<file path="src/rtl/wb_cmd_initiator_pkg.sv">
// Shared Wishbone initiator definitions: response status codes, FSM encoding
// and the timeout counter sizing helper.
package wb_cmd_initiator_pkg;

    localparam logic [1:0] WB_RSP_OK      = 2'd0;
    localparam logic [1:0] WB_RSP_ERR     = 2'd1;
    localparam logic [1:0] WB_RSP_TIMEOUT = 2'd2;

    typedef enum logic [1:0] {
        StIdle = 2'd0,
        StBus  = 2'd1,
        StResp = 2'd2
    } wb_state_e;

    // Counter must hold 0..timeout; a disabled timeout still needs one bit.
    function automatic int unsigned wb_cnt_width(input int unsigned timeout);
        if (timeout == 0) begin
            return 1;
        end
        return $clog2(timeout + 1);
    endfunction

endpackage

</file>
<file path="src/rtl/wb_cmd_initiator.sv">
// Single-outstanding Wishbone classic initiator: one command in, one bus cycle,
// one response out, with a per-cycle timeout against silent slaves.
module wb_cmd_initiator
    import wb_cmd_initiator_pkg::*;
#(
    parameter int unsigned TIMEOUT_CYCLES = 255
) (
    input  logic        i_clk,
    input  logic        i_rst,

    input  logic        i_cmd_valid,
    output logic        o_cmd_ready,
    input  logic        i_cmd_we,
    input  logic [31:0] i_cmd_adr,
    input  logic [3:0]  i_cmd_sel,
    input  logic [31:0] i_cmd_dat,

    output logic        o_rsp_valid,
    input  logic        i_rsp_ready,
    output logic [31:0] o_rsp_dat,
    output logic [1:0]  o_rsp_status,

    output logic [31:0] o_wb_adr,
    output logic [3:0]  o_wb_sel,
    output logic        o_wb_we,
    output logic [31:0] o_wb_dat,
    output logic        o_wb_cyc,
    output logic        o_wb_stb,
    input  logic [31:0] i_wb_dat,
    input  logic        i_wb_ack,
    input  logic        i_wb_err
);

    localparam int unsigned CNT_W = wb_cnt_width(TIMEOUT_CYCLES);
    localparam logic [CNT_W-1:0] CNT_LIMIT =
        CNT_W'((TIMEOUT_CYCLES == 0) ? 0 : TIMEOUT_CYCLES - 1);
    localparam logic [CNT_W-1:0] CNT_MAX = {CNT_W{1'b1}};

    wb_state_e        r_state;
    wb_state_e        w_state_next;
    logic             r_wb_cyc;
    logic             w_wb_cyc_next;
    logic [31:0]      r_wb_adr;
    logic [31:0]      w_wb_adr_next;
    logic [3:0]       r_wb_sel;
    logic [3:0]       w_wb_sel_next;
    logic             r_wb_we;
    logic             w_wb_we_next;
    logic [31:0]      r_wb_dat;
    logic [31:0]      w_wb_dat_next;
    logic [CNT_W-1:0] r_cnt;
    logic [CNT_W-1:0] w_cnt_next;
    logic [31:0]      r_rsp_dat;
    logic [31:0]      w_rsp_dat_next;
    logic [1:0]       r_rsp_status;
    logic [1:0]       w_rsp_status_next;
    logic             w_term;
    logic             w_timeout;

    assign w_term    = i_wb_ack | i_wb_err;
    assign w_timeout = (TIMEOUT_CYCLES != 0) && (r_cnt == CNT_LIMIT);

    always_comb begin
        w_state_next      = r_state;
        w_wb_cyc_next     = r_wb_cyc;
        w_wb_adr_next     = r_wb_adr;
        w_wb_sel_next     = r_wb_sel;
        w_wb_we_next      = r_wb_we;
        w_wb_dat_next     = r_wb_dat;
        w_cnt_next        = r_cnt;
        w_rsp_dat_next    = r_rsp_dat;
        w_rsp_status_next = r_rsp_status;

        unique case (r_state)
            StIdle: begin
                if (i_cmd_valid) begin
                    w_wb_adr_next = i_cmd_adr;
                    w_wb_sel_next = i_cmd_sel;
                    w_wb_we_next  = i_cmd_we;
                    w_wb_dat_next = i_cmd_dat;
                    w_wb_cyc_next = 1'b1;
                    w_cnt_next    = '0;
                    w_state_next  = StBus;
                end
            end
            StBus: begin
                // Slave termination takes priority over a coincident timeout.
                if (w_term) begin
                    w_wb_cyc_next     = 1'b0;
                    w_state_next      = StResp;
                    w_rsp_status_next = i_wb_err ? WB_RSP_ERR : WB_RSP_OK;
                    w_rsp_dat_next    = (!r_wb_we && !i_wb_err) ? i_wb_dat : 32'd0;
                end else if (w_timeout) begin
                    w_wb_cyc_next     = 1'b0;
                    w_state_next      = StResp;
                    w_rsp_status_next = WB_RSP_TIMEOUT;
                    w_rsp_dat_next    = 32'd0;
                end else if (r_cnt != CNT_MAX) begin
                    w_cnt_next = r_cnt + CNT_W'(1);
                end
            end
            StResp: begin
                if (i_rsp_ready) begin
                    w_state_next = StIdle;
                end
            end
            default: begin
                w_state_next  = StIdle;
                w_wb_cyc_next = 1'b0;
            end
        endcase
    end

    always_ff @(posedge i_clk or posedge i_rst) begin
        if (i_rst) begin
            r_state      <= StIdle;
            r_wb_cyc     <= 1'b0;
            r_wb_adr     <= 32'd0;
            r_wb_sel     <= 4'd0;
            r_wb_we      <= 1'b0;
            r_wb_dat     <= 32'd0;
            r_cnt        <= '0;
            r_rsp_dat    <= 32'd0;
            r_rsp_status <= WB_RSP_OK;
        end else begin
            r_state      <= w_state_next;
            r_wb_cyc     <= w_wb_cyc_next;
            r_wb_adr     <= w_wb_adr_next;
            r_wb_sel     <= w_wb_sel_next;
            r_wb_we      <= w_wb_we_next;
            r_wb_dat     <= w_wb_dat_next;
            r_cnt        <= w_cnt_next;
            r_rsp_dat    <= w_rsp_dat_next;
            r_rsp_status <= w_rsp_status_next;
        end
    end

    // State is already IDLE during reset, so ready must be masked explicitly.
    assign o_cmd_ready  = (r_state == StIdle) && !i_rst;
    assign o_rsp_valid  = (r_state == StResp);
    assign o_rsp_dat    = r_rsp_dat;
    assign o_rsp_status = r_rsp_status;
    assign o_wb_adr     = r_wb_adr;
    assign o_wb_sel     = r_wb_sel;
    assign o_wb_we      = r_wb_we;
    assign o_wb_dat     = r_wb_dat;
    assign o_wb_cyc     = r_wb_cyc;
    assign o_wb_stb     = r_wb_cyc;

endmodule
</file>
<file path="config.mk">
export PLATFORM = sky130hd
export DESIGN_NAME = wb_cmd_initiator
export DESIGN_NICKNAME = d
export VERILOG_FILES = /design/src/rtl/wb_cmd_initiator_pkg.sv /design/src/rtl/wb_cmd_initiator.sv
export SDC_FILE = /design/constraint.sdc
export NUM_CORES = 1
export LEC_CHECK = 0
export BUFFER_PORTS_ARGS = -buffer_cell sky130_fd_sc_hd__buf_2
export CAP_MARGIN = 5
export CORE_UTILIZATION = 46
export DETAILED_ROUTE_END_ITERATION = 7
export GPL_ROUTABILITY_DRIVEN = 0
export PLACE_DENSITY = 0.79
export SETUP_SLACK_MARGIN = 0.4
export SLEW_MARGIN = 20
export SYNTH_ARGS = -nofsm -noshare
export SYNTH_HDL_FRONTEND = slang
export SYNTH_SLANG_ARGS = --single-unit
export TNS_END_PERCENT = 20
</file>
<file path="constraint.sdc">
create_clock -name i_clk -period 5 [get_ports i_clk]
set_input_delay 0.75 -clock i_clk [delete_from_list [all_inputs] [get_ports i_clk]]
set_output_delay 0.75 -clock i_clk [all_outputs]
set_load 0.05 [all_outputs]
</file>
==> key figures <==
Synth
  • Post-Syn Area per Cell: 13.9 µm²
  • Async set-reset flop share out of synthesis: 100%
  • Seq/Total Area, Yosys: between 60 and 70%
  • Synth unique cells: 40
  • Gate Count Post-Synth: 327
  • Area contributors post-synth: dfrtp_1 63%, mux2_2 17%, a22o_1 4.2%
  • Number of flops mapped to enable cells by yosys: 0
  • Post-synthesis mux area share: between 15 and 20%
  • Synthesis Warnings: 0
  • Largest family of logic cells by synthesized area: multiplexers
  • Dominant synthesized flop cell: dfrtp_1
  • Synth Area in XOR/XNOR: 0%
  • Adder-cell share of the synthesized area: less than 1%
  • Post-Synth Simple-Gate Area: 5.36%
  • Area fraction in compound gates after synthesis: 9.28%
  • Area share of the leading cell type in the synthesized netlist: 62.6%
  • Number of synthesized register bits: 114
  • Net count after synthesis: between 400 and 500
  • Post-Syn Area: 0.00456 mm²
  • Post-synth top area cell: dfrtp_1

Outcome
  • Status: finished clean

Layout
  • Most common cell after layout, fill and taps aside: buf_2
  • Diode count: 0
  • FILL cells: around 700
  • Multi-input logic area: roughly 0.0015 mm²
  • Synth-to-layout area growth: 36.8%
  • Share of cells above drive strength 1: 58.8%
  • Post-route cell area: 0.00623 mm²
  • Reg area: 0.00285 mm²
  • Most frequent cells in the layout: 213 x buf_2, 114 x dfrtp_1, 70 x mux2_2, 22 x a22o_1, 19 x inv_1
  • Final layout net count: 649

Critical path
  • FF-to-FF Start: r_state[0]
  • FF-to-FF End: o_wb_dat[20]
  • WP data arrival: 2710 ps
  • Critical Path Source Type: flop
  • CP Data Required Time: around 5400 ps
  • Worst Reg-to-Reg Cells: 3
  • CP Max Fanout: 66
  • Worst Setup End Kind: flop
  • CP endpoint: o_wb_dat[20]
  • Critical setup path kind: reg -> reg
  • CP Launch Point: r_state[0]
  • FF-to-FF setup slack: ~2700 ps

STA
  • Total Neg Setup Slack: 0 ps
  • Period Utilization, post-route: between 40 and 50%
  • Count of final setup violators: 0
  • Worst slew pin tran: 815 ps
  • Final clock skew: roughly 10 ps
  • Rel. slew slack: a little under half
  • Fin. max-slew vios: 0
  • PnR worst setup slack: 2670 ps
  • Max Fclk: ~0.43 GHz
  • RSZ-0062 raised after global routing: false
  • WHS: ~350 ps
  • Final hold viol count: 0
  • Final min period: ~2300 ps

Detailed routing
  • DR iter-0 viols: 116
  • Wire per inst: 15.9 µm
  • DR DRC count: 0
  • Vias per cell: around 5.1
  • Final ANT Viol Nets: 0
  • Routed via count: 3511
  • Drt pass-1 iters: 4
  • Routed WL: 10.9 mm

Hold path
  • Worst hold path class: in -> async

Floorplanning
  • IO Count: 214
  • Initial Utilization: 48.4%
  • Die area: a little over 0.01 mm²
  • Die width: around 100 µm
  • Die Span Y: 102 µm
  • Num rows: 35
  • Core ar.: 0.00942 mm²

Clocking
  • H-tree levels: 4
  • Num Clock Sinks: 114
  • Clk root buf: clkbuf_8
  • Clock Pin Slew Worst Setup and Hold Paths: 60 ps
  • PostCTS Resize Cnt: 0
  • Worst-Skew Late Latency: 500 ps
  • # Post-CTS Setup Buffers: 0
  • CTS Buf Count: 17
  • CTS tree: yes
  • Hold Buf Count CTS: 0
  • Clk buf depth: 2

GRT
  • First-pass GRT wire length: 17.0 mm
  • Global route overflow: 0
  • Initial antenna violation count: 0
  • Pin count of the biggest net entering global routing: 67
  • Vias in the first global route: 3475
  • Total track usage: 21.6%

Placement
  • IO buf count: about 210
  • DPL Wire Length: 7.77 mm
  • Pre-CTS setup slack: approximately 2300 ps
  • Cell Area, Placed: 0.00568 mm²

Run
  • Number of max-cap violations: 0
==> through the flow <==
step                      utilization (%)  cells
after CTS                            66.2    682
after floorplan                         -    327
after global placement               60.3    650
after global routing                 66.2    682
after detailed placement             60.3    650
final                                66.2    682
==> layout make-up <==
type                       count  share of cell area [%]
sequential                   114                    45.8
inverter                      20                    1.24
tap                          129                    2.59
clock inverter                14                    2.05
timing repair buffer         216                    17.5
multi-input combinational    171                    24.0
clock buffer                  18                    6.87
==> sequential cells by signal (all words and copies together) (netlist names) <==
signal and flops:
o_rsp_status 2, o_wb_sel 4, o_wb_we 1, o_rsp_dat 32
o_wb_cyc 1, r_cnt 8, o_wb_dat 32, r_state 2
o_wb_adr 32
==> cells in the mapped netlist (2+ instances only) <==
master    number
nand4_1       14
o22ai_1        3
nand3_1        5
buf_2         11
o21ai_0       13
o21a_1         2
nor2_1         5
nor3_1         3
dfrtp_1      114
buf_4          7
mux2_2        70
a211oi_1       5
nand2_1        2
buf_6          2
and3_1         2
inv_1         20
a21oi_1        3
a22o_1        22
ha_1           2
clkbuf_1       2
==> cell families (layout without fill, tap and decap cells) <==
family	after synthesis	count (layout)
compound gates	57	57
buf+inv	42	268
mux	71	71
fa+ha+maj	2	2
flops	114	114
simple gates	41	41
==> worst min path at each step <==
stage | from | endpoint | slack, ps | cells after the start
2_1_floorplan | r_cnt[7] | r_cnt[7] | 520 | 2
3_3_place_gp | o_rsp_dat[4] | o_rsp_dat[4] | 480 | 1
3_5_place_dp | o_rsp_status[1] | o_rsp_status[1] | 480 | 1
4_1_cts | i_rst | o_rsp_dat[12] | 350 | 2
5_1_grt | i_rst | o_rsp_dat[12] | 390 | 2
6_report | i_rst | o_rsp_dat[7] | 350 | 2
==> critical path, stage by stage (launching register included) <==
cell	delay, ps
dfrtp_1	490
nor3b_2	520
buf_4	720
mux2_2	410
==> routing by layer <==
| metal | routed length, µm | global-route usage, % | vias to the layer above | share of wire, % |
|---|---|---|---|---|
| li1 | - | - | 1622 | - |
| met1 | 4350 | 26.0 | 1727 | 40 |
| met2 | 5710 | 36.9 | 140 | 52 |
| met3 | 550 | 5.04 | 22 | 5.1 |
| met4 | 261 | 9.59 | 0 | 2.4 |
| met5 | 0 | 0 | - | 0 |
Power is left out: the tool's default activity adds up to more than one toggle a clock period on the data nets, which glitch-free logic cannot reach.
